**src/rtl/uart_ctrl.sv**
```systemverilog
// Bus-side UART controller: RX/TX byte FIFOs, TX start handshake FSM,
// three-register map (TXD/RXD/CON) and a registered level interrupt.
module uart_ctrl #(
  parameter int DEPTH = 4,
  parameter int PTR_W = 2
) (
  input  logic        clk,
  input  logic        reset,
  input  logic [1:0]  addr,
  input  logic        rd,
  input  logic        wr,
  input  logic [7:0]  wdata,
  output logic [31:0] rdata,
  input  logic        rx_status,
  input  logic [7:0]  rx_data,
  output logic [7:0]  tx_data,
  output logic        tx_en,
  input  logic        tx_status,
  output logic        irq
);

  typedef enum logic [1:0] {IDLE = 2'd0, START = 2'd1, BUSY = 2'd2} state_t;

  localparam logic [1:0]     A_TXD    = 2'd0;
  localparam logic [1:0]     A_RXD    = 2'd1;
  localparam logic [1:0]     A_CON    = 2'd2;
  localparam logic [PTR_W:0] FULL_CNT = (PTR_W+1)'(DEPTH);

  state_t           state_q, state_d;
  logic             rx_status_q;
  logic [PTR_W-1:0] rx_wp_q, rx_wp_d, rx_rp_q, rx_rp_d;
  logic [PTR_W:0]   rx_cnt_q, rx_cnt_d;
  logic [PTR_W-1:0] tx_wp_q, tx_wp_d, tx_rp_q, tx_rp_d;
  logic [PTR_W:0]   tx_cnt_q, tx_cnt_d;
  logic [7:0]       tx_data_q, tx_data_d;
  logic             tx_en_q, tx_en_d;
  logic             rxie_q, rxie_d, txie_q, txie_d;
  logic             ovr_q, ovr_d, txdone_q, txdone_d, txovf_q, txovf_d;
  logic             irq_q, irq_d;
  logic [7:0]       rx_mem_q [DEPTH];
  logic [7:0]       tx_mem_q [DEPTH];

  logic rx_rise, rx_full, rx_push, rx_pop, ovr_set;
  logic tx_wr, tx_full, tx_push, tx_pop, txovf_set, txdone_set;
  logic con_wr, rxne, txidle;
  logic [7:0] con_val;

  // RX side: edge-detected push, bus-read pop; full FIFO accepts only alongside a pop
  assign rx_rise = rx_status & ~rx_status_q;
  assign rx_full = (rx_cnt_q == FULL_CNT);
  assign rx_pop  = rd & (addr == A_RXD) & (rx_cnt_q != '0);
  assign rx_push = rx_rise & (~rx_full | rx_pop);
  assign ovr_set = rx_rise & rx_full & ~rx_pop;
  assign rxne    = (rx_cnt_q != '0);

  assign tx_wr     = wr & (addr == A_TXD);
  assign tx_full   = (tx_cnt_q == FULL_CNT);
  assign tx_push   = tx_wr & (~tx_full | tx_pop);
  assign txovf_set = tx_wr & tx_full & ~tx_pop;
  assign txidle    = (tx_cnt_q == '0) & (state_q == IDLE);

  assign con_wr  = wr & (addr == A_CON);
  assign con_val = {txovf_q, txidle, txdone_q, ovr_q, tx_full, rxne, txie_q, rxie_q};

  always_comb begin
    rx_wp_d  = rx_wp_q + PTR_W'(rx_push);
    rx_rp_d  = rx_rp_q + PTR_W'(rx_pop);
    rx_cnt_d = rx_cnt_q + (PTR_W+1)'(rx_push) - (PTR_W+1)'(rx_pop);
    tx_wp_d  = tx_wp_q + PTR_W'(tx_push);
    tx_rp_d  = tx_rp_q + PTR_W'(tx_pop);
    tx_cnt_d = tx_cnt_q + (PTR_W+1)'(tx_push) - (PTR_W+1)'(tx_pop);
  end

  // TX FSM next state
  always_comb begin
    state_d = state_q;
    case (state_q)
      IDLE:    if ((tx_cnt_q != '0) && tx_status) state_d = START;
      START:   if (!tx_status) state_d = BUSY;
      BUSY:    if (tx_status) state_d = IDLE;
      default: state_d = IDLE;
    endcase
  end

  // TX FSM outputs; tx_data keeps the last popped byte
  always_comb begin
    tx_pop     = (state_q == IDLE) && (tx_cnt_q != '0) && tx_status;
    txdone_set = (state_q == BUSY) && tx_status;
    tx_en_d    = tx_pop;
    tx_data_d  = tx_pop ? tx_mem_q[tx_rp_q] : tx_data_q;
  end

  // CON: a set event in the same cycle as its W1C clear leaves the bit set
  always_comb begin
    rxie_d   = con_wr ? wdata[0] : rxie_q;
    txie_d   = con_wr ? wdata[1] : txie_q;
    ovr_d    = ovr_set    | (ovr_q    & ~(con_wr & wdata[4]));
    txdone_d = txdone_set | (txdone_q & ~(con_wr & wdata[5]));
    txovf_d  = txovf_set  | (txovf_q  & ~(con_wr & wdata[7]));
    irq_d    = (rxie_q & rxne) | (txie_q & txdone_q) | ovr_q;
  end

  always_comb begin
    rdata = '0;
    case (addr)
      A_RXD:   rdata[7:0] = rxne ? rx_mem_q[rx_rp_q] : 8'h00;
      A_CON:   rdata[7:0] = con_val;
      default: rdata = '0;
    endcase
  end

  always_ff @(posedge clk or negedge reset) begin
    if (!reset) begin
      state_q     <= IDLE;
      rx_status_q <= 1'b0;
      rx_wp_q     <= '0;
      rx_rp_q     <= '0;
      rx_cnt_q    <= '0;
      tx_wp_q     <= '0;
      tx_rp_q     <= '0;
      tx_cnt_q    <= '0;
      tx_data_q   <= '0;
      tx_en_q     <= 1'b0;
      rxie_q      <= 1'b0;
      txie_q      <= 1'b0;
      ovr_q       <= 1'b0;
      txdone_q    <= 1'b0;
      txovf_q     <= 1'b0;
      irq_q       <= 1'b0;
    end else begin
      state_q     <= state_d;
      rx_status_q <= rx_status;
      rx_wp_q     <= rx_wp_d;
      rx_rp_q     <= rx_rp_d;
      rx_cnt_q    <= rx_cnt_d;
      tx_wp_q     <= tx_wp_d;
      tx_rp_q     <= tx_rp_d;
      tx_cnt_q    <= tx_cnt_d;
      tx_data_q   <= tx_data_d;
      tx_en_q     <= tx_en_d;
      rxie_q      <= rxie_d;
      txie_q      <= txie_d;
      ovr_q       <= ovr_d;
      txdone_q    <= txdone_d;
      txovf_q     <= txovf_d;
      irq_q       <= irq_d;
    end
  end

  // FIFO storage is never read while empty, so it needs no reset
  always_ff @(posedge clk) begin
    if (rx_push) rx_mem_q[rx_wp_q] <= rx_data;
    if (tx_push) tx_mem_q[tx_wp_q] <= wdata;
  end

  assign tx_data = tx_data_q;
  assign tx_en   = tx_en_q;
  assign irq     = irq_q;

endmodule

```
**config.mk**
```make
export PLATFORM = sky130hd
export DESIGN_NAME = uart_ctrl
export DESIGN_NICKNAME = d
export VERILOG_FILES = /design/src/rtl/uart_ctrl.sv
export SDC_FILE = /design/constraint.sdc
export NUM_CORES = 1
export LEC_CHECK = 0
export ABC_AREA = 1
export ABC_CLOCK_PERIOD_IN_PS = 2000
export CORE_MARGIN = 10
export CORE_UTILIZATION = 49
export DETAILED_ROUTE_END_ITERATION = 16
export PLACE_DENSITY = 0.78
export SYNTH_ARGS = -nofsm -noshare
export SYNTH_HDL_FRONTEND = slang
export SYNTH_SLANG_ARGS = --single-unit
```
**constraint.sdc**
```tcl
create_clock -name clk -period 2 [get_ports clk]
set_input_delay 0.4 -clock clk [delete_from_list [all_inputs] [get_ports clk]]
set_output_delay 0.4 -clock clk [all_outputs]
set_load 0.05 [all_outputs]
```
==> summary.md, run 1 <==
| Metric | Value |
|---|---|
| Outcome | finished with violations |
| Failing checks | negative setup slack |
| Initial cell density of the core | 0.504 |
| Post-DRT Antenna Nets | 0 |
| Die Ht | 115 µm |
| Sequential share of power | 0.372 |
| DRC violations left | 0 |
| FF-to-FF path depth | 9 |
| PwrDens | between 1000 and 1500 nW/µm² |
| # setup viols final | 8 |
| Buf/Inv on CP | 2 |
| Maximum capacitance violations | 0 |
| CTS Root Cell | clkbuf_8 |
| Layout net count | 523 |
| Synth cell types | 36 |
| # hold bufs at CTS | 0 |
| Worst Setup Start Kind | register |
| Worst setup path startpoint | rx_rp_q[0] |
| Via count | 3000 |
| Avg Inst Size Synth | 10.9 µm² |
| # port buffers | 41 |
| DR vias/cell | 5.01 |
| TNS Setup | -328 ps |
| Slowest-stage cell, CP | dfrtp_2 |
| Post-layout minimum cycle time | 2070 ps |
| Cells along the critical path | buf_6 > nand2_1 > nand3_1 > nand2_1 > nand2_2 > a21oi_4 > buf_12 |
| CTS sink cnt | 96 |
| Cell mode on critical path | nand2_1 |
| First-pass GRT wire length | around 15000 µm |
| Share of cells above drive strength 1 | 0.289 |
| Io pins | 66 |
| Clk_skew | between 10 and 15 ps |
| Async S/R FF share, synth | 0.333 |
| Worst r2r src | rx_cnt_q[2] |
| Crit-path max FO | 6 |
| Main flop type after synthesis | edfxtp_1 |
| CTS Buffer Depth | 2 |
| Max incr delay on CP | 500 ps |
| Worst setup margin | -73.2 ps |
| Largest net degree at the start of global routing | 33 |
| Area growth, synth to finish | 30.5% |
| H-tree levels | 3 |
| Ys Warns | 0 |
| Top cells by area, synth | edfxtp_1, dfrtp_1, nand2_1 |
| Reg2reg setup slack | 40 ps |
| Final Max Tran Viols | 0 |
| Post-synthesis register bit count | 96 |
| Unrepaired setup endpoints after global routing | true |
| CP required | around 1600 ps |
| Worst reg2reg endpoint | rx_cnt_q[2] |
| Comb power frac | 0.409 |
| Sequential share of the synthesized area | 0.619 |
| Clock power share | 0.219 |
| Max Fclk | just under 500 MHz |
| GRT Resource Usage Total | 0.145 |
| P_sw | about 2.9 mW |
| CTS tree | done |
| Cts bufs inserted | 9 |
| DIE AREA | 13200 µm² |
| FILL cells | approximately 610 |
| Internal power | between 4 and 5 mW |
| Overflow after GRT | 0 |
| Worst-path clk slew | 100 ps |
| Final hold violation count | 0 |
| Critical path depth in cells | 7 |
| CP endpoint kind | output port |
| Chip width | 115 µm |
| Placed inst area | slightly above 5000 µm² |
| Crit share post-route | 1.04 |
| Mapped Area | roughly 4400 µm² |
| Synth Instances | 405 |
| Slew @ Worst Pin | 520 ps |
| Sw frac | 0.383 |
| Multi-input gate area | 1540 µm² |
| DP HPWL | 6390 µm |
| CP endpoint | rdata[5] |
| Worst IR drop on VDD | 765 µV |
| Worst Hold Class | in -> reg |
| # rows | 34 |
| Seq. cell area | 2720 µm² |
| Total Wirelength | 9720 µm |
| Critical path arrival | 1670 ps |
| Leakage | 2.52 nW |
| Wirelength per Cell | between 15 and 20 µm |
| Delay-heaviest family, CP | flip-flops |
| Final GP Congestion | 0.809 |
| DR iter-0 viols | ~160 |
| Initial antenna violation count | 0 |
| Antenna Cells | 0 |
| Core Region | 8720 µm² |
| Slew margin rel. | 0.653 |
| Hold Path Cell Cnt | 1 |
| Cell area after layout | 5740 µm² |
| Vias in the first global route | around 3100 |
| Setup CP Type | reg -> out |
| Clk_lat worst skew | 370 ps |
| EDFF count, synth | 64 |
| Pre-antenna DRT Iters | 4 |
| Area leader, netlist | edfxtp_1 |
| Yosys top cell area share | 0.437 |
==> power by group through the flow <==
stage | Combinational, mW | Sequential [mW] | Clock, mW
final | 3.11 | 2.83 | 1.67
after floorplan | 1.57 | 3.09 | 0
after global placement | 2.47 | 2.84 | 0
after CTS | 2.91 | 2.82 | 1.69
after global routing | 3.39 | 2.87 | 1.78
after detailed placement | 2.57 | 2.87 | 0
==> flip-flops by register name, indices dropped and copies added, names as in the netlist, 2 cells and up <==
name / cells
rx_cnt_q: 3
tx_data: 8
rx_wp_q: 2
tx_mem_q: 32
rx_rp_q: 2
state_q: 2
tx_rp_q: 2
rx_mem_q: 32
tx_wp_q: 2
tx_cnt_q: 3
==> per-stage QoR <==
stage | utilization | cells | power (mW) | hold slack (ps) | worst slack, ps
2_1_floorplan | - | 428 | 4.65 | 104 | -69.6
6_report | 0.658 | 599 | 7.61 | 269 | -73.2
3_5_place_dp | 0.582 | 569 | 5.43 | 465 | -602
3_3_place_gp | 0.582 | 569 | 5.30 | 461 | -522
4_1_cts | 0.642 | 594 | 7.41 | 265 | -43.6
5_1_grt | 0.658 | 599 | 8.04 | 258 | -132
==> metal layers <==
metal  part of all wire  GRT usage  routed length, µm  vias to the layer above
li1                   -          -                  -                     1423
met1               0.39      0.160               3810                     1458
met2               0.50      0.251               4900                       96
met3              0.083     0.0479                803                       23
met4              0.022     0.0586                214                        0
met5                  0          0                  0                        -
==> Yosys cell counts (2+ instances only) <==
| master | count |
|---|---|
| nand3_1 | 29 |
| o21ai_0 | 19 |
| nor3_2 | 2 |
| xor2_1 | 6 |
| buf_6 | 4 |
| nand2_1 | 86 |
| a21oi_1 | 24 |
| mux2_2 | 2 |
| dfrtp_1 | 32 |
| inv_1 | 68 |
| nor2_1 | 5 |
| edfxtp_1 | 64 |
| fa_1 | 2 |
| buf_4 | 25 |
| buf_2 | 3 |
| nor3_1 | 4 |
| ha_1 | 11 |
==> worst min-delay path by stage <==
stage	start	end	slack [ps]
3_5_place_dp	tx_data[1]	tx_data[1]	470
5_1_grt	rx_status	rx_status_q	260
2_1_floorplan	reset	irq	100
4_1_cts	rx_status	rx_status_q	270
6_report	rx_status	rx_status_q	270
3_3_place_gp	tx_data[1]	tx_data[1]	460
==> area by class of cell <==
type	count	share of cell area
repair buffers	81	0.140
flip-flops and latches	96	0.474
well taps	108	0.0235
multi-input cells	227	0.268
inverters	71	0.0486
clock inverters	6	0.0240
clock buffers	10	0.0222
==> what timing repair did <==
action,in CTS,in global routing
pin swaps,35,23
setup buffers,9,5
setup endpoints to repair,12,12
resized for setup,53,26
==> cell families (layout without fill, tap and decap cells) <==
logic type	Yosys count	after routing	synth area share
DFF	96	96	0.619
buffers and inverters	105	168	0.123
xor gates and xnor gates	7	7	0.0139
and+or+nand+nor	136	136	0.145
other	1	24	0.000852
AOI/OAI and AO/OA	45	45	0.0526
adders and majority gates	13	13	0.0404
muxes	2	2	0.00512
==> cells in the final DEF (no fill, tap or decap), types with 2 or more instances in the layout <==
cell type,instances
edfxtp_1,64
inv_1,62
nand2_1,62
buf_4,37
dfrtp_1,31
clkdlybuf4s50_1,28
nand2_2,24
conb_1,24
o21ai_0,19
a21oi_1,17
nand3_1,16
nand3_2,13
clkbuf_8,9
buf_12,8
a21oi_4,7
inv_2,6
xor2_1,6
ha_4,6
ha_1,5
nor3_1,4
bufinv_16,4
nor2_1,3
dlygate4sd2_1,3
buf_6,3
nor2_4,2
nand2_4,2
inv_4,2
nor3_2,2
mux2_2,2
fa_2,2
inv_6,2
(Power assumes the default switching activity.)
==> run 2: changes to the inputs <==
--- a/config.mk
+++ b/config.mk
@@ -7,7 +7,6 @@
 export LEC_CHECK = 0
 export ABC_AREA = 1
 export ABC_CLOCK_PERIOD_IN_PS = 2000
-export CORE_MARGIN = 10
 export CORE_UTILIZATION = 49
 export DETAILED_ROUTE_END_ITERATION = 16
 export PLACE_DENSITY = 0.78
==> run 2 against run 1 <==
Compared with the run above:
- the flow still finishes with violations (negative setup slack)
- clock skew is essentially flat
- global-route usage grew 6.1 points
- wire length shrank 5.1%
- sequential share of layout area is essentially flat
- via count grew 0.10%
- non-clock buffer count grew 1
- maximum frequency shrank 1.5%
==> summary.md, run 2 (synthesis gave the netlist of run 1 again) <==
| Metric | Value |
|---|---|
| DIE AREA | 9360 µm² (was 13200 µm²) |
| Pre-antenna DRT Iters | 4 (unchanged) |
| Tot Pwr | 7.32 mW (was 7.61 mW) |
| DR vias/cell | 5.01 (about the same) |
| Worst r2r src | rx_cnt_q[1] (was rx_cnt_q[2]) |
| Initial cell density of the core | 0.504 (unchanged) |
| DRC violations left | 0 (unchanged) |
| Cts bufs inserted | 9 (unchanged) |
| Layout net count | 524 (was 523) |
| Io pins | 66 (unchanged) |
| Most common cell after layout, fill and taps aside | edfxtp_1 (unchanged) |
| Reg2reg setup slack | 30 ps (was 40 ps) |
| Overflow after GRT | 0 (unchanged) |
| Worst IR drop on VDD | 682 µV (was 765 µV) |
| Die Ht | 96.8 µm (was 115 µm) |
| Setup CP Type | reg -> out (unchanged) |
| Final GP Congestion | 0.802 (was 0.809) |
| Final Max Tran Viols | 0 (unchanged) |
| Hold Path End | rx_status_q (unchanged) |
| Chip width | 96.8 µm (was 115 µm) |
| Met3 GRT Util | 0.0484 (was 0.0479) |
| GRT Resource Usage Total | 0.205 (was 0.145) |
| Unrepaired setup endpoints after global routing | true (unchanged) |
| Final core occ | 0.658 (about the same) |
| Post-DRT Antenna Nets | 0 (unchanged) |
| Worst reg2reg endpoint | rx_cnt_q[2] (unchanged) |
| FF-to-FF path depth | 9 (unchanged) |
| Met1 GRT Util | 0.238 (was 0.160) |
| TNS Setup | -401 ps (was -328 ps) |
| # setup viols final | 8 (unchanged) |
| Largest net degree at the start of global routing | 33 (unchanged) |
| Final hold violation count | 0 (unchanged) |
| Area growth, synth to finish | 30.5% (about the same) |
| Pre-CTS setup slack | -675 ps (was -602 ps) |
| Crit share post-route | 1.05 (was 1.04) |
| Clk_lat worst skew | 370 ps (about the same) |
| GR Util met2 | 0.365 (was 0.251) |
| Outcome | finished with violations (unchanged) |
| Worst Hold Class | in -> reg (unchanged) |
| CTS tree | done (unchanged) |
| Total Wirelength | 9230 µm (was 9720 µm) |
| Via count | 3003 (was 3000) |
| Leakage | 2.51 nW (was 2.52 nW) |
| CTS Root Cell | clkbuf_8 (unchanged) |
| Min-Delay Startpoint | rx_status (unchanged) |
| Core Region | 8720 µm² (unchanged) |
| Critical path arrival | 1700 ps (was 1670 ps) |
| FILL cells | 638 (was 611) |
| Share of cells above drive strength 1 | 0.321 (was 0.289) |
| DR iter-0 viols | 152 (was 164) |
| Worst setup margin | -105 ps (was -73.2 ps) |
| Initial antenna violation count | 0 (unchanged) |
| Commonest cells after routing, fill and taps aside | edfxtp_1, inv_1, nand2_1 (unchanged) |
| Vias in the first global route | 3034 (was 3145) |
| CP endpoint kind | output port (unchanged) |
| Post-layout minimum cycle time | 2100 ps (was 2070 ps) |
| Clk_skew | 10.8 ps (was 11.1 ps) |
| PwrDens | 1280 nW/µm² (was 1330 nW/µm²) |
| Worst Setup Start Kind | register (unchanged) |
| # hold bufs at CTS | 0 (unchanged) |
| GR peak layer | met2 (unchanged) |
| # port buffers | 41 (unchanged) |
| Hold Path Cell Cnt | 1 (unchanged) |
| Max Fclk | 475 MHz (was 482 MHz) |
| Wirelength per Cell | 15.4 µm (was 16.2 µm) |
| Crit-path max FO | 5 (was 6) |
| H-tree levels | 3 (unchanged) |
| CTS Buffer Depth | 2 (unchanged) |
| Antenna Cells | 0 (unchanged) |
| Worst-path clk slew | 100 ps (about the same) |
| CP required | 1600 ps (about the same) |
| Failing checks | negative setup slack (unchanged) |
| Maximum capacitance violations | 0 (unchanged) |
| DP HPWL | 5780 µm (was 6390 µm) |
| First-pass GRT wire length | 14900 µm (was 15000 µm) |
| # rows | 34 (unchanged) |
| CTS sink cnt | 96 (unchanged) |
-- run 2: worst max-delay path by stage --
| stage | endpoint | cells past startpoint | startpoint |
|---|---|---|---|
| global route | rdata[7] | 7 | rx_rp_q[0] |
| floorplan | rx_cnt_q[2] | 11 | addr[1] |
| CTS | rdata[0] | 7 | rx_rp_q[0] |
| finish | rdata[7] | 7 | rx_rp_q[0] |
| global placement | rx_cnt_q[2] | 10 | addr[1] |
| detailed placement | rx_cnt_q[2] | 12 | addr[1] |
-- run 2: cell type report --
class / count / area [µm²] / area share
Sequential cell: 96 / 2720 / 0.474
Multi-Input combinational cell: 227 / 1610 / 0.280
Timing Repair Buffer: 82 / 808 / 0.141
Inverter: 71 / 279 / 0.0486
Tap cell: 108 / 135 / 0.0235
Clock buffer: 9 / 124 / 0.0216
Clock inverter: 7 / 63.8 / 0.0111
-- run 2: through the flow --
stage               hold slack, ps  instance area, µm²  cells
floorplan                      104                4520    428
global placement               463                5070    568
detailed placement             466                5070    568
CTS                            267                5600    597
global route                   275                5740    600
finish                         274                5740    600
-- run 2: layer usage --
metal / vias to the layer above / part of all wire
li1: 1426 / -
met1: 1425 / 0.40
met2: 132 / 0.52
met3: 20 / 0.053
met4: 0 / 0.024
met5: - / 0
-- run 2: worst max-delay path, stage by stage (launching register included) --
cell and delay (ps):
dfrtp_2 490, buf_6 160, nand2_1 70, nand3_1 100
nand2_2 120, nand2_4 60, a21oi_4 180, buf_12 160
-- run 2: what timing repair did --
| action | CTS | global route |
|---|---|---|
| pin swaps | 37 | 24 |
| gates resized for setup | 71 | 30 |
| hold endpoints to repair | 0 | 0 |
| endpoints found under the setup margin | 12 | 27 |
| gates cloned | 1 | 0 |
| buffers inserted | 12 | 3 |
-- run 2: power by group --
group	switching [mW]	internal [mW]
logic	2.00	1.27
registers	0.303	2.53
clock network	0.744	0.483
total	3.04	4.28
==> run 3: changes to the inputs <==
--- a/config.mk
+++ b/config.mk
@@ -7,9 +7,12 @@
 export LEC_CHECK = 0
 export ABC_AREA = 1
 export ABC_CLOCK_PERIOD_IN_PS = 2000
-export CORE_UTILIZATION = 49
+export CELL_PAD_IN_SITES_DETAIL_PLACEMENT = 1
+export CELL_PAD_IN_SITES_GLOBAL_PLACEMENT = 2
+export CORE_UTILIZATION = 32
 export DETAILED_ROUTE_END_ITERATION = 16
 export PLACE_DENSITY = 0.78
 export SYNTH_ARGS = -nofsm -noshare
 export SYNTH_HDL_FRONTEND = slang
 export SYNTH_SLANG_ARGS = --single-unit
+export TNS_END_PERCENT = 30
==> run 3 against run 2 <==
Compared with the run above:
- the run still ends with negative setup slack left
- first-iteration DRC count shrank 38%
- total power is 3.2% higher
- maximum frequency down 0.18%
- largest cell class unchanged
==> summary.md, run 3 (synthesis gave the netlist of run 1 again) <==
| Metric | Value |
|---|---|
| Worst r2r src | rx_cnt_q[2] (was rx_cnt_q[1]) |
| Leakage | 2.52 nW (was 2.51 nW) |
| # rows | 42 (was 34) |
| Initial cell density of the core | 0.330 (was 0.504) |
| FILL cells | 1474 (was 638) |
| Maximum capacitance violations | 0 (unchanged) |
| Initial antenna violation count | 0 (unchanged) |
| Cts bufs inserted | 9 (unchanged) |
| Clk_lat worst skew | 350 ps (was 370 ps) |
| Clock power share | 0.233 (was 0.168) |
| Final core occ | 0.430 (was 0.658) |
| Outcome | finished with violations (unchanged) |
| DRC violations left | 0 (unchanged) |
| Largest net degree at the start of global routing | 34 (was 33) |
| Sequential share of power | 0.377 (was 0.387) |
| Chip width | 119 µm (was 96.8 µm) |
| DR vias/cell | 4.37 (was 5.01) |
| # hold bufs at CTS | 0 (unchanged) |
| Post-layout minimum cycle time | 2110 ps (was 2100 ps) |
| Final GP Congestion | 0.824 (was 0.802) |
| Unrepaired setup endpoints after global routing | true (unchanged) |
| Vias in the first global route | 3142 (was 3034) |
| DIE AREA | 14200 µm² (was 9360 µm²) |
| Post-DRT Antenna Nets | 0 (unchanged) |
| Sw frac | 0.381 (was 0.416) |
| CTS tree | done (unchanged) |
| CTS Root Cell | clkbuf_16 (was clkbuf_8) |
| GRT Resource Usage Total | 0.145 (was 0.205) |
| Layout net count | 524 (unchanged) |
| Crit share post-route | 1.05 (about the same) |
| Comb power frac | 0.391 (was 0.446) |
| # port buffers | 41 (unchanged) |
| Worst setup path startpoint | rx_rp_q[0] (unchanged) |
| Internal power | 4.67 mW (was 4.28 mW) |
| CP required | 1600 ps (about the same) |
| Io pins | 66 (unchanged) |
| Via count | 2918 (was 3003) |
| CTS sink cnt | 96 (unchanged) |
| Worst-path clk slew | 70 ps (was 100 ps) |
| PwrDens | 1320 nW/µm² (was 1280 nW/µm²) |
| Worst Hold Class | in -> reg (unchanged) |
| P_sw | 2.88 mW (was 3.04 mW) |
| Final Max Tran Viols | 0 (unchanged) |
| Critical path arrival | 1710 ps (was 1700 ps) |
| Max Fclk | 474 MHz (was 475 MHz) |
| # setup viols final | 10 (was 8) |
| Commonest cells after routing, fill and taps aside | nand2_1, edfxtp_1, inv_1 (was edfxtp_1, inv_1, nand2_1) |
| Worst IR drop on VDD | 506 µV (was 682 µV) |
| DR iter-0 viols | 94 (was 152) |
| CTS Buffer Depth | 2 (unchanged) |
| Total Wirelength | 9740 µm (was 9230 µm) |
| CP endpoint kind | output port (unchanged) |
| Wirelength per Cell | 14.6 µm (was 15.4 µm) |
| Pre-antenna DRT Iters | 4 (unchanged) |
| Clk_skew | 9.55 ps (was 10.8 ps) |
| Share of cells above drive strength 1 | 0.252 (was 0.321) |
| Slew @ Worst Pin | between 500 and 600 ps |
| Final hold violation count | 0 (unchanged) |
| Worst Setup Start Kind | register (unchanged) |
| Area growth, synth to finish | 30.5% (about the same) |
| Overflow after GRT | 0 (unchanged) |
| First-pass GRT wire length | 15500 µm (was 14900 µm) |
| Min-Delay Startpoint | rx_status (unchanged) |
| Setup CP Type | reg -> out (unchanged) |
| Failing checks | negative setup slack (unchanged) |
| Worst setup margin | -108 ps (was -105 ps) |
| Antenna Cells | 0 (unchanged) |
| Crit-path max FO | 7 (was 5) |
| DP HPWL | 6800 µm (was 5780 µm) |
| Most common cell after layout, fill and taps aside | nand2_1 (was edfxtp_1) |
| H-tree levels | 3 (unchanged) |
| Pre-CTS setup slack | -698 ps (was -675 ps) |
| Die Ht | 119 µm (was 96.8 µm) |
| Core Region | 13300 µm² (was 8720 µm²) |
| Slew margin rel. | 0.661 |
## run 3: changes by cell type in the layout (fill, tap and decap cells not counted), moves of 3 or more
cell	previous run	this run
dlygate4sd2_1	3	0
a21oi_2	1	6
nand3_1	16	22
nand3_2	12	7
a21oi_4	7	2
nand2_4	7	1
nand2_2	29	12
nand2_1	52	75
clkbuf_8	9	0
clkbuf_16	0	9
## run 3: per-stage QoR
stage / hold slack (ps) / power, mW / std cells / area, µm² / TNS [ps]
2_1_floorplan: 104 / 4.64 / 428 / 4500 / -466
3_3_place_gp: 461 / 5.37 / 640 / 5160 / -12260
3_5_place_dp: 466 / 5.51 / 640 / 5160 / -17150
4_1_cts: 477 / 7.46 / 659 / 5570 / -909
5_1_grt: 223 / 8.02 / 668 / 5740 / -1490
6_report: 209 / 7.55 / 668 / 5740 / -628
## run 3: repair_timing
action / CTS / global route
resized for setup: 34 / 25
setup buffers: 3 / 9
pin swaps: 14 / 12
endpoints found under the setup margin: 12 / 11
## run 3: worst max-delay path, cell delays in order (launching register included)
cell,delay (ps)
dfrtp_2,480
buf_4,190
nand2_1,60
nand3_1,70
nand2_1,100
nand2_1,60
a21oi_2,210
buf_12,170
## run 3: area by class of cell
class | instances | area, µm² | area share
inverters | 71 | 274 | 0.0477
repair buffers | 82 | 813 | 0.142
well taps | 176 | 220 | 0.0384
multi-input cells | 227 | 1400 | 0.245
flip-flops and latches | 96 | 2730 | 0.475
clock buffers | 10 | 229 | 0.0399
clock inverters | 6 | 72.6 | 0.0126
## run 3: layer usage
layer  global-route usage  up-vias  routed length [µm]
li1                     -     1425                   -
met1                0.179     1428                4310
met2                0.244       52                4930
met3               0.0321       13                 334
met4               0.0593        0                 157
met5                    0        -                   0
## run 3: final timing paths
kind | to | cells after the start | slack, ps
min | rx_status_q | 1 | 210
min in group asynchronous | tx_data[0] | 2 | 460
max | rdata[4] | 7 | -110
max reg2reg | rx_cnt_q[2] | 9 | -30
max in group asynchronous | tx_cnt_q[1] | 2 | 1200
min reg2reg | tx_data[0] | 2 | 480
## run 3: power groups by stage
stage / Clock, mW / Combinational, mW / Sequential (mW)
2_1_floorplan: 0 / 1.55 / 3.09
3_3_place_gp: 0 / 2.52 / 2.85
3_5_place_dp: 0 / 2.63 / 2.88
4_1_cts: 1.81 / 2.80 / 2.84
5_1_grt: 1.88 / 3.23 / 2.90
6_report: 1.76 / 2.95 / 2.85
==> variant 1: new RTL, flow settings as in run 3 <==
Reset style: synchronous (`reset`), changed in one clocked block.
--- a/src/rtl/uart_ctrl.sv
+++ b/src/rtl/uart_ctrl.sv
@@ -109,7 +109,7 @@
     endcase
   end
 
-  always_ff @(posedge clk or negedge reset) begin
+  always_ff @(posedge clk) begin
     if (!reset) begin
       state_q     <= IDLE;
       rx_status_q <= 1'b0;
Check against the original RTL: differs if reset is asserted again (counterexample within 4 cycles, from zero or initial values and one cycle with reset low); with reset held inactive, the same outputs for 10 cycles.
==> variant 1 against run 3 <==
The run still ends with negative setup slack left. Final area grew 1.2%. Clock skew shrank 2.0 ps. Combinational power shrank 31%. Power shrank 15%. Wire length shrank 0.14%. Synthesized cell count grew 17%. First-iteration DRC count grew 6.4%. Sequential cell count is the same. Worst setup slack gained 95 ps. Via count grew 7.3%. Clock power grew 9%. Count of clock-buffer cells in the layout grew 1. Core utilization shrank 0.99 points. Area after synthesis grew 2.5%. Critical path type is now input pin to output pin. Critical endpoint is now rdata[7].
==> variant 1: results (changes against run 3) <==
Parameter                              Value

Run status
  Status    finished, violations left (unchanged)
  Failing checks    negative setup slack (unchanged)

Yosys
  Top post-synthesis cells by area    sky130_fd_sc_hd__edfxtp_1 43%, sky130_fd_sc_hd__dfxtp_1 14%, sky130_fd_sc_hd__nand2_1 9.9% (was sky130_fd_sc_hd__edfxtp_1 44%, sky130_fd_sc_hd__dfrtp_1 18%, sky130_fd_sc_hd__nand2_1 7.3%)
  Average instance area after synthesis    9.51 um2 (was 10.9 um2)
  Number of different library cells in the post-synthesis netlist    30 (was 36)
  Commonest cells in the synthesized netlist    119 x sky130_fd_sc_hd__nand2_1, 90 x sky130_fd_sc_hd__inv_1, 64 x sky130_fd_sc_hd__edfxtp_1, 36 x sky130_fd_sc_hd__nor2_1, 32 x sky130_fd_sc_hd__dfxtp_1 (was 86 x sky130_fd_sc_hd__nand2_1, 68 x sky130_fd_sc_hd__inv_1, 64 x sky130_fd_sc_hd__edfxtp_1, 32 x sky130_fd_sc_hd__dfrtp_1, 29 x sky130_fd_sc_hd__nand3_1)

Placed design
  DPL Wire Length    7150 um (was 6800 um)
  Dpl ws    -650 ps (was -698 ps)
  RePlAce Congestion    0.755 (was 0.824)
  Count of placed standard cells including taps    713 (was 640)

Detailed routing
  Vias post-DR    3132 (was 2918)
  DR iter-0 viols    100 (was 94)
  Average detailed-routed wire length per instance    13.2 um (was 14.6 um)

Power
  Leakage power of the design    2.49 nW (was 2.52 nW)
  Maximum resistive drop on vdd    0.466 mV (was 0.506 mV)

Critical path
  Delay of the slowest critical-path stage    220 ps (was 480 ps)
  Reg-to-Reg Start    rx_cnt_q[1] (was rx_cnt_q[2])
  Data arrival at the endpoint of the critical path    1610 ps (was 1710 ps)
  CP max stage cell    sky130_fd_sc_hd__nor2_4 (was sky130_fd_sc_hd__dfrtp_2)
  Origin of the worst setup path    addr[1] (was rx_rp_q[0])

GRT
  GRT met3 Usage    3.40% (was 3.21%)
  Fraction of met2 tracks used by global routing    24.6% (was 24.4%)
  Met1 layer usage reported by global route    18.1% (was 17.9%)
  Number of global-route vias before repair    3235 (was 3142)
  Number of antenna violations at the first check in global routing    0 (unchanged)
  First-pass GRT wire length    16000 um (was 15500 um)

Cells and area
  Number of nets at the end of the flow    588 (was 524)
  Fin cells    736 (was 668)

Timing
  Max transition margin    42.8% (was 66.1%)
  Final setup viols    2 (was 10)
  Final worst clock skew    7.56 ps (was 9.55 ps)
  Worst-case setup margin in the final layout    -13.8 ps (was -108 ps)
-- variant 1: final timing paths --
path / cells after the start / slack [ps] / endpoint
setup / recovery: 10 / -10 / rdata[7]
hold / removal: 3 / 380 / rx_status_q
setup reg to reg: 12 / -10 / rx_cnt_q[2]
hold reg to reg: 2 / 490 / txovf_q
-- variant 1: area by class of cell --
type	instances	area (um2)
inverter	92	357
clock inverter	5	66.3
multi-input combinational	272	1500
fill	1555	8020
tap	180	225
sequential	96	2580
clock buffer	11	275
timing repair buffer	80	801
-- variant 1: critical path, delay by kind of cell --
family | cells | cell delay, ps
buffers and inverters | 6 | 620
AOI/OAI and AO/OA | 1 | 160
adders and majority gates | 1 | 120
and+or+nand+nor | 2 | 300
-- variant 1: metal layers --
metal | part of all wire [%] | vias to the layer above
met3 | 3.6 | 15
met4 | 2.0 | 0
li1 | - | 1585
met2 | 49 | 69
met1 | 46 | 1463
met5 | 0 | -
-- variant 1: cells by family (layout without fill, tap and decap cells) --
logic type,count (synthesis),after routing,synth area share (%)
fa+ha+maj,13,13,3.94
compound gates,36,36,4.88
simple gates,194,194,19.2
xor+xnor,5,5,0.971
flops,96,96,56.8
other cells,1,24,0.0832
buf+inv,129,188,14.1
-- variant 1: power by group --
| group | switching (mW) | internal (mW) | total, mW |
|---|---|---|---|
| sequential | 0.141 | 2.35 | 2.49 |
| clock | 0.769 | 1.14 | 1.91 |
| combinational | 1.26 | 0.780 | 2.04 |
-- variant 1: what timing repair did --
item / in CTS / in global routing
gates resized for setup: 42 / 14
endpoints found under the setup margin: 44 / 20
pin swaps: 11 / 8
buffers inserted: 5 / 2
-- variant 1: stage by stage --
| step | TNS (ps) | hold WS [ps] | area, um2 |
|---|---|---|---|
| 3_3_place_gp | -19800 | 462 | 5290 |
| 5_1_grt | -662 | 431 | 5810 |
| 2_1_floorplan | -450 | 443 | 4600 |
| 3_5_place_dp | -23990 | 476 | 5290 |
| 4_1_cts | -70.2 | 383 | 5750 |
| 6_report | -22.4 | 385 | 5810 |
==> variant 2: new RTL, config.mk and constraints of run 3 <==
Made on the original files. Set the parameter `DEPTH` to 8 (it was 4).
--- a/src/rtl/uart_ctrl.sv
+++ b/src/rtl/uart_ctrl.sv
@@ -1,7 +1,7 @@
 // Bus-side UART controller: RX/TX byte FIFOs, TX start handshake FSM,
 // three-register map (TXD/RXD/CON) and a registered level interrupt.
 module uart_ctrl #(
-  parameter int DEPTH = 4,
+  parameter int DEPTH = 8,
   parameter int PTR_W = 2
 ) (
   input  logic        clk,
Function: changed (Yosys sat finds a counterexample within 4 cycles, from zero or initial values and one cycle with reset low).
==> variant 2 against run 3 <==
Global-route usage grew 0.90 points. Wire length shrank 0.59%. Area after synthesis shrank 1.7%. Sequential cell count is the same. Worst setup slack gained 46 ps. Critical path type unchanged. The flow still finishes with violations (negative setup slack). Final area shrank 3.1%. Power shrank 0.94%. Non-clock buffer count shrank 3.
==> variant 2: results (changes against run 3) <==
Parameter                              Value

Run status
  Status    finished, violations left (unchanged)
  Failing checks    negative setup slack (unchanged)

Cells and area
  Buffer share of cell area    14.2% (about the same)
  Count of non-CTS buffers in the layout    79 (was 82)
  Area Growth Syn to Fin    28.6% (was 30.5%)
  Layout filler cell count    1453 (was 1474)
  Non-CTS inverters    52 (was 71)
  Area used by multi-input combinational logic    1340 um2 (was 1400 um2)
  Final-layout clock-cell area share    5.17% (was 5.25%)
  Ratio of cells with drive above 1 in the final layout    21.3% (was 25.2%)
  Number of nets at the end of the flow    511 (was 524)

GRT
  Global router's overall resource usage    15.4% (was 14.5%)
  First-pass GRT wire length    16300 um (was 15500 um)
  Number of global-route vias before repair    3190 (was 3142)
  Maximum number of pins on one net before global-route repair    33 (was 34)

Critical path
  Top Family by Delay on Critical Path    buffers and inverters (was flip-flops)
  Data arrival at the endpoint of the critical path    1660 ps (was 1710 ps)
  CP max stage cell    sky130_fd_sc_hd__dfrtp_1 (was sky130_fd_sc_hd__dfrtp_2)
  Delay of the slowest critical-path stage    420 ps (was 480 ps)
  Origin of the worst setup path    rx_cnt_q[0] (was rx_rp_q[0])

Detailed routing
  DR iter-0 viols    77 (was 94)

Yosys
  Commonest cells in the synthesized netlist    89 x sky130_fd_sc_hd__nand2_1, 64 x sky130_fd_sc_hd__edfxtp_1, 49 x sky130_fd_sc_hd__inv_1, 32 x sky130_fd_sc_hd__dfrtp_1, 27 x sky130_fd_sc_hd__buf_4 (was 86 x sky130_fd_sc_hd__nand2_1, 68 x sky130_fd_sc_hd__inv_1, 64 x sky130_fd_sc_hd__edfxtp_1, 32 x sky130_fd_sc_hd__dfrtp_1, 29 x sky130_fd_sc_hd__nand3_1)
  Average instance area after synthesis    10.9 um2 (about the same)
  Top post-synthesis cells by area    sky130_fd_sc_hd__edfxtp_1 44%, sky130_fd_sc_hd__dfrtp_1 19%, sky130_fd_sc_hd__nand2_1 7.7% (was sky130_fd_sc_hd__edfxtp_1 44%, sky130_fd_sc_hd__dfrtp_1 18%, sky130_fd_sc_hd__nand2_1 7.3%)
  Synthesized-area fraction occupied by adder cells    4.11% (was 4.04%)
  Fraction of synthesized area in multiplexers    0.521% (was 0.512%)
  Compound-cell area share of the yosys netlist    4.14% (was 5.26%)
  Sequential cell area fraction in the yosys report    63.0% (was 61.9%)

Timing
  Final setup viols    8 (was 10)
  Max transition margin    62.1% (was 66.1%)
  Worst-case setup margin in the final layout    -62.6 ps (was -108 ps)

Placed design
  DPL Wire Length    6950 um (was 6800 um)
  RePlAce Congestion    0.784 (was 0.824)

Clock network
  Count of buffers added by post-CTS timing repair for setup    4 (was 3)
  Post-CTS sizing    30 (was 34)

Power
  Leakage power of the design    2.36 nW (was 2.52 nW)
  Maximum resistive drop on vdd    0.551 mV (was 0.506 mV)

Min path
  Class of the worst hold path    input pin to async pin (was input pin to register)
variant 2: routing by layer:
metal	global-route usage, %	wire length (um)	vias up
met2	28.1	5090	55
met1	17.6	4100	1389
met3	2.65	276	14
met4	6.65	212	0
met5	0	0	-
li1	-	-	1391
variant 2: where the power goes:
group	total [mW]	leakage (nW)	switching [mW]	internal [mW]
registers	2.90	0.963	0.357	2.54
clock network	1.67	0.137	0.777	0.893
logic	2.92	1.26	1.77	1.14
total	7.48	2.36	2.90	4.58
variant 2: metrics by stage:
step                      setup slack [ps]  hold WS (ps)  TNS (ps)
after global routing                  -145           492     -1100
after global placement                -575           467     -7650
final                                -62.6           460      -231
after floorplan                       -188           104      -835
after CTS                            -79.4           479      -518
after detailed placement              -657           465    -10720
variant 2: worst register-to-register path: cells and delay by family (launching register included):
family        cells  cell delay (ps)
fa+ha+maj         3              790
simple gates      2              400
buf+inv           1               40
flops             1              420
xor+xnor          2              290
